===== src/rtl/unet_axi_pkg.sv =====
// AXI4 read constants, reader FSM state encoding and the burst-sizing helper
// shared by the burst reader and its testbench.
package unet_axi_pkg;

   localparam logic [2:0] SIZE_4B       = 3'b010;
   localparam logic [1:0] BURST_INCR    = 2'b01;
   localparam logic [3:0] CACHE_DEFAULT = 4'b0011;
   localparam logic [2:0] PROT_DEFAULT  = 3'b000;
   localparam logic [1:0] RESP_OKAY     = 2'b00;

   typedef enum logic [1:0] {
      ST_IDLE  = 2'd0,
      ST_ADDR  = 2'd1,
      ST_DATA  = 2'd2,
      ST_DRAIN = 2'd3
   } state_e;

   // Beats for the next burst: min(remaining, max_b, words left in the 4 KB page).
   function automatic logic [8:0] calc_beats(input logic [15:0]   remain,
                                             input logic [31:0]   addr,
                                             input int unsigned   max_b);
      logic [10:0] to_4k;
      logic [15:0] max_w;
      logic [15:0] b;
      to_4k = 11'd1024 - {1'b0, addr[11:2]};
      max_w = max_b[15:0];
      b     = remain;
      if (b > max_w)           b = max_w;
      if (b > {5'd0, to_4k})   b = {5'd0, to_4k};
      return b[8:0];
   endfunction

endpackage


===== src/rtl/unet_sync_fifo.sv =====
// Single-clock FIFO with occupancy count; read data is the head word, valid
// whenever empty is low.
module unet_sync_fifo #(
   parameter int unsigned WIDTH = 33,
   parameter int unsigned DEPTH = 32
) (
   input  logic                     clk,
   input  logic                     rst,
   input  logic                     wr_en,
   input  logic [WIDTH-1:0]         wr_data,
   input  logic                     rd_en,
   output logic [WIDTH-1:0]         rd_data,
   output logic                     full,
   output logic                     empty,
   output logic [$clog2(DEPTH):0]   count
);

   localparam int unsigned AW = $clog2(DEPTH);
   localparam int unsigned CW = AW + 1;

   logic [WIDTH-1:0] mem_q [DEPTH];
   logic [AW-1:0]    wr_ptr_q, wr_ptr_d;
   logic [AW-1:0]    rd_ptr_q, rd_ptr_d;
   logic [CW-1:0]    count_q, count_d;
   logic             wr_ok, rd_ok;

   assign full    = (count_q == CW'(DEPTH));
   assign empty   = (count_q == '0);
   assign count   = count_q;
   assign rd_data = mem_q[rd_ptr_q];
   assign wr_ok   = wr_en && !full;
   assign rd_ok   = rd_en && !empty;

   always_comb begin
      wr_ptr_d = wr_ok ? wr_ptr_q + AW'(1) : wr_ptr_q;
      rd_ptr_d = rd_ok ? rd_ptr_q + AW'(1) : rd_ptr_q;
      count_d  = count_q;
      case ({wr_ok, rd_ok})
         2'b10:   count_d = count_q + CW'(1);
         2'b01:   count_d = count_q - CW'(1);
         default: count_d = count_q;
      endcase
   end

   always_ff @(posedge clk) begin
      if (rst) begin
         wr_ptr_q <= '0;
         rd_ptr_q <= '0;
         count_q  <= '0;
      end else begin
         wr_ptr_q <= wr_ptr_d;
         rd_ptr_q <= rd_ptr_d;
         count_q  <= count_d;
      end
   end

   // Storage needs no reset: the count gates visibility of every entry.
   always_ff @(posedge clk) begin
      if (wr_ok) mem_q[wr_ptr_q] <= wr_data;
   end

endmodule


===== src/rtl/unet_burst_reader.sv =====
// AXI4 read master: splits a word-count command into 4 KB-safe INCR bursts and
// streams the words out. Define UNET_RD_RESP_CHECK_EN to flag bad rresp/rid in err.
module unet_burst_reader
   import unet_axi_pkg::*;
#(
   parameter int unsigned MAX_BURST  = 16,
   parameter int unsigned FIFO_DEPTH = 32,
   parameter logic [11:0] AXI_ID     = 12'h000
) (
   input  logic        ACLK,
   input  logic        ARESET,
   input  logic        cmd_valid,
   output logic        cmd_ready,
   input  logic [31:0] cmd_addr,
   input  logic [15:0] cmd_len,
   output logic [31:0] araddr,
   output logic [7:0]  arlen,
   output logic [2:0]  arsize,
   output logic [1:0]  arburst,
   output logic [11:0] arid,
   output logic [3:0]  arcache,
   output logic [2:0]  arprot,
   output logic        arvalid,
   input  logic        arready,
   input  logic [31:0] rdata,
   input  logic [1:0]  rresp,
   input  logic        rlast,
   input  logic [11:0] rid,
   input  logic        rvalid,
   output logic        rready,
   output logic [31:0] out_data,
   output logic        out_valid,
   input  logic        out_ready,
   output logic        out_last,
   output logic        busy,
   output logic        done,
   output logic        err
);

   localparam int unsigned AW = $clog2(FIFO_DEPTH);

   state_e      state_q, state_d;
   logic [31:0] addr_q, addr_d;
   logic [15:0] remain_q, remain_d;
   logic [31:0] araddr_q, araddr_d;
   logic [7:0]  arlen_q, arlen_d;
   logic        arvalid_q, arvalid_d;
   logic [8:0]  beats_q, beats_d;
   logic [8:0]  beat_cnt_q, beat_cnt_d;
   logic        err_q, err_d;
   logic        done_q, done_d;

   logic        fifo_wr, fifo_rd, fifo_full, fifo_empty;
   logic [AW:0] fifo_count;
   logic [32:0] fifo_wdata, fifo_rdata;
   logic [8:0]  beats_c;
   logic [15:0] free_c;
   logic        last_beat_c;
   logic        unused_ok;

   assign beats_c     = calc_beats(remain_q, addr_q, MAX_BURST);
   assign free_c      = 16'(FIFO_DEPTH) - 16'(fifo_count);
   assign last_beat_c = (beat_cnt_q == beats_q - 9'd1);

   // Top bit of each buffered word marks the final word of the command.
   assign fifo_wr    = rvalid && (state_q == ST_DATA);
   assign fifo_wdata = {last_beat_c && (remain_q == '0), rdata};
   assign fifo_rd    = out_valid && out_ready;

   unet_sync_fifo #(.WIDTH(33), .DEPTH(FIFO_DEPTH)) u_fifo (
      .clk     (ACLK),
      .rst     (ARESET),
      .wr_en   (fifo_wr),
      .wr_data (fifo_wdata),
      .rd_en   (fifo_rd),
      .rd_data (fifo_rdata),
      .full    (fifo_full),
      .empty   (fifo_empty),
      .count   (fifo_count)
   );

   always_comb begin
      state_d    = state_q;
      addr_d     = addr_q;
      remain_d   = remain_q;
      araddr_d   = araddr_q;
      arlen_d    = arlen_q;
      arvalid_d  = arvalid_q;
      beats_d    = beats_q;
      beat_cnt_d = beat_cnt_q;
      err_d      = err_q;
      done_d     = 1'b0;
      case (state_q)
         ST_IDLE: if (cmd_valid) begin
            err_d    = 1'b0;
            addr_d   = cmd_addr;
            remain_d = cmd_len;
            if (cmd_len == '0) done_d  = 1'b1;
            else               state_d = ST_ADDR;
         end
         ST_ADDR: begin
            if (arvalid_q) begin
               if (arready) begin
                  arvalid_d  = 1'b0;
                  addr_d     = addr_q + {21'd0, beats_q, 2'b00};
                  remain_d   = remain_q - {7'd0, beats_q};
                  beat_cnt_d = '0;
                  state_d    = ST_DATA;
               end
            end else if ({7'd0, beats_c} <= free_c) begin
               // Only issue once the whole burst is guaranteed a FIFO slot.
               arvalid_d = 1'b1;
               araddr_d  = addr_q;
               arlen_d   = 8'(beats_c - 9'd1);
               beats_d   = beats_c;
            end
         end
         ST_DATA: if (rvalid) begin
            beat_cnt_d = beat_cnt_q + 9'd1;
            if (rlast != last_beat_c) err_d = 1'b1;
`ifdef UNET_RD_RESP_CHECK_EN
            if ((rresp != RESP_OKAY) || (rid != AXI_ID)) err_d = 1'b1;
`endif
            if (last_beat_c) state_d = (remain_q != '0) ? ST_ADDR : ST_DRAIN;
         end
         ST_DRAIN: if (fifo_empty) begin
            state_d = ST_IDLE;
            done_d  = 1'b1;
         end
         default: state_d = ST_IDLE;
      endcase
   end

   always_ff @(posedge ACLK) begin
      if (ARESET) begin
         state_q    <= ST_IDLE;
         addr_q     <= '0;
         remain_q   <= '0;
         araddr_q   <= '0;
         arlen_q    <= '0;
         arvalid_q  <= 1'b0;
         beats_q    <= '0;
         beat_cnt_q <= '0;
         err_q      <= 1'b0;
         done_q     <= 1'b0;
      end else begin
         state_q    <= state_d;
         addr_q     <= addr_d;
         remain_q   <= remain_d;
         araddr_q   <= araddr_d;
         arlen_q    <= arlen_d;
         arvalid_q  <= arvalid_d;
         beats_q    <= beats_d;
         beat_cnt_q <= beat_cnt_d;
         err_q      <= err_d;
         done_q     <= done_d;
      end
   end

`ifdef UNET_RD_RESP_CHECK_EN
   assign unused_ok = fifo_full;
`else
   assign unused_ok = ^{fifo_full, rresp, rid};
`endif

   assign cmd_ready = (state_q == ST_IDLE);
   assign araddr    = araddr_q;
   assign arlen     = arlen_q;
   assign arsize    = SIZE_4B;
   assign arburst   = BURST_INCR;
   assign arid      = AXI_ID;
   assign arcache   = CACHE_DEFAULT;
   assign arprot    = PROT_DEFAULT;
   assign arvalid   = arvalid_q;
   assign rready    = (state_q == ST_DATA);
   assign out_valid = !fifo_empty;
   assign out_data  = fifo_rdata[31:0];
   assign out_last  = fifo_rdata[32] && !fifo_empty;
   assign busy      = (state_q != ST_IDLE);
   assign done      = done_q;
   assign err       = err_q;

endmodule


===== config.mk =====
export PLATFORM = sky130hd
export DESIGN_NAME = unet_burst_reader
export DESIGN_NICKNAME = d
export VERILOG_FILES = /design/src/rtl/unet_axi_pkg.sv /design/src/rtl/unet_sync_fifo.sv /design/src/rtl/unet_burst_reader.sv
export SDC_FILE = /design/constraint.sdc
export NUM_CORES = 1
export LEC_CHECK = 0
export BUFFER_PORTS_ARGS = -buffer_cell sky130_fd_sc_hd__buf_2
export CAP_MARGIN = 10
export CORE_MARGIN = 8
export CORE_UTILIZATION = 30
export DETAILED_ROUTE_END_ITERATION = 7
export PLACE_DENSITY = 0.51
export SLEW_MARGIN = 20
export SYNTH_ARGS = -nofsm -noshare
export SYNTH_HDL_FRONTEND = slang
export SYNTH_SLANG_ARGS = --single-unit
export TNS_END_PERCENT = 50

===== constraint.sdc =====
create_clock -name ACLK -period 13.34 [get_ports ACLK]
set_clock_uncertainty 0.15 [all_clocks]
set_input_delay 1.334 -clock ACLK [delete_from_list [all_inputs] [get_ports ACLK]]
set_output_delay 1.334 -clock ACLK [all_outputs]
set_load 0.01 [all_outputs]

==> impl_metrics.ini <==
[status]
status = completed

[floorplanning]
dieArea_um2 = 174000
rows = 147
initial_core_util_pct = 30.1
ioPinCount = 205
die_h_um = 417
core_um2 = 160000
die_w_um = 417

[power]
total_power_uw = 10200
switchingPower_uw = 3040
p_int_uw = 7210
leakage_uw = 0.0176
sw_frac_of_total_pct = 29.7
p_per_area_nw_per_um2 = 182
pwr-share-clk_pct = 35.1
combPwrFrac_pct = 22.7
seq_power_share_pct = 42.2
ir_drop_mv = 0.142

[global_routing]
overflow = 0
grt.total_usage_pct = 14.4
gr-max-usage-layer = met2
met3_usage_pct = 2.85
grt_pass1_wl_um = 184000
grt_max_degree = 125
met2_usage_pct = 24.4
grt_pass1_vias = 25700
antenna_found_initial = 17
use_met1_pct = 18.7

[timing]
maxSlewHeadroom_pct = 29.2
finalSetupTns_ns = 0
max_freq_ghz = 0.153
fin_crit_sh_pct = 49.1
hold_viol_final = 0
setup_viol = 0
period_minus_slack_ns = 6.55
tightest_slew_ns = 1.06
maxSlewViolCount = 0
rsz0062_at_grt = no

[synth]
synth_top_area_cell = edfxtp_1
synth_warnings = 0
syn_inst = 2599
async_flop_share_pct = 0
yosys-top-cells-count = 1056 x edfxtp_1, 330 x mux4_2, 146 x nand2_1
ys_ff_latch = 1188
synth_most_common_cell = edfxtp_1
yosys-top-cells-area = edfxtp_1 66%, mux4_2 15%, dfxtp_1 5.5%, ha_1 1.5%, nand2_1 1.1%
synth_xor_area_share_pct = 0.834
synth_cell_types = 76
yosys_most_used_dff = edfxtp_1
synth_area_per_cell_um2 = 18.6
synth_enable_flop_cells = 1056
netlist_area_um2 = 48300
synth_compound_area_share_pct = 3.62
synthAdderAreaFrac_pct = 1.58
seq_area_frac_synth_pct = 71.2
yosys.area_share.simple_pct = 4.23
synthMuxAreaShare_pct = 16.8
synth_top_area_share_pct = 65.7
synth_top_family_by_area = multiplexers

[drt]
antenna_left = 0
avgRoutedWirePerCell_um = 25.1
vias = 25100
drc = 0
drtPass1Iterations = 5
totalWireLength_um = 128000
drt_iter0_drc = 2096
vias_per_cell = 4.94

[cts]
ctsResizeCount = 0
numCtsBuffers = 134
insertion_delay_ns = 0.74
cts_tree = built
cts_sinks = 1188
cts_root_buf = clkbuf_16
postCtsHoldBufs = 0
clk_pin_slew_ns = 0.05
cts_buffer_depth = 3
cts_setup_buffers = 0
htree_levels = 4

[flow_run]
maxCapViolCount = 0

[min_path]
hp-class = register to register
whs_path_depth = 2

[cells_and_area]
area_delta_synth_final_pct = 16.5
fin_nets = 2983
drive_above_1_share_pct = 28.1
post-route-util_pct = 35.1

[setup_path]
rr_worst_depth = 19
crit_required_ns = 13.81
crit_path_end_kind = register
start_kind = register
worstSetupPathType = register to register
cp_data_arrival_time_ns = 7.01
critPathMaxFanout = 47
r2r_setup_slack_ns = 6.79

[place]
dp_hpwl_um = 67800
io_buffer_count = 166
gp_congestion = 0.759
## logic make-up after synthesis
kind of cell	Yosys count
flip-flops	1188
AND/OR/NAND/NOR	441
multiplexers	390
AO/OA/AOI/OAI	268
buffers and inverters	205
adder cells (fa/ha/maj)	59
XOR/XNOR	46
other	2
## area by class of cell
class,count,area (µm²)
multi-input combinational,1234,13400
timing repair buffer,218,1290
antenna,2,5.00
sequential,1188,34400
tap,2160,2700
clock inverter,66,708
fill,15000,104000
clock buffer,171,3590
inverter,47,176
## per-layer routing
layer | wire length [µm] | share of wire, %
met5 | 23 | 0.018
met2 | 63300 | 50
met4 | 3140 | 2.5
met1 | 54600 | 43
met3 | 6700 | 5.2
## final timing paths
check | from | endpoint
min reg2reg | araddr[2] | araddr[2]
max reg2reg | remain_q[9] | beats_q[0]
max | remain_q[9] | beats_q[0]
min | araddr[2] | araddr[2]
## cells in the final DEF (no fill, tap or decap), types with 15 or more instances in the layout
cell type / netlist / layout
edfxtp_1: 1056 / 1056
mux4_2: 330 / 330
buf_2: 9 / 165
nand2_1: 146 / 146
clkbuf_16: 0 / 137
dfxtp_1: 132 / 127
nor2_1: 138 / 106
a21oi_1: 85 / 85
ha_1: 56 / 55
buf_4: 24 / 49
inv_1: 45 / 45
o21ai_0: 44 / 44
mux2_2: 36 / 36
nor3_1: 34 / 34
nor2_4: 0 / 32
clkbuf_1: 102 / 31
conb_1: 2 / 30
xor2_1: 26 / 26
clkinv_1: 1 / 26
a211oi_1: 24 / 24
mux2i_1: 22 / 22
nand3_1: 21 / 21
xnor2_1: 20 / 20
nor4_1: 17 / 16
nand4_1: 15 / 15
clkinv_2: 0 / 15
## worst max-delay path, stage by stage, from the launching register on
cell,delay (ns)
dfxtp_1,0.38
or3_4,0.45
or4_4,0.50
nor3_4,0.28
inv_2,0.11
nor2_1,0.14
ha_1,0.26
nor2b_1,0.14
o211ai_1,0.15
a21oi_1,0.12
o21ai_4,0.58
mux2i_1,0.46
ha_1,0.32
a21o_1,0.18
a21oi_1,0.16
o211ai_1,0.10
a311oi_1,0.52
o31a_2,0.91
nand2_1,0.27
and3_1,0.25
## registers in the layout, indices dropped and copies added (netlist names), 6 cells and up, named ones only
signal,cells
remain_q,16
beat_cnt_q,9
araddr,32
addr_q,32
u_fifo.count,6
beats_q,9
arlen,8
u_fifo.mem_q,1056
## per-stage QoR
stage               worst slack, ns  hold slack [ns]  cells  cell area, µm²
CTS                            6.79            0.301   5083           56200
finish                         6.79            0.299   5086           56300
global placement               6.89            0.294   4845           51900
detailed placement             6.87            0.293   4846           51900
floorplan                      8.05            0.282   2627           48400
global route                   6.29            0.320   5084           56300
## power by group through the flow
stage               Combinational (µW)  Sequential [µW]  Clock, µW
finish                            2330             4320       3600
global route                      2580             4350       3830
detailed placement                2340             4400          0
CTS                               2350             4330       3690
floorplan                         1760             4330          0
global placement                  2340             4400          0
(Power assumes the default switching activity.)
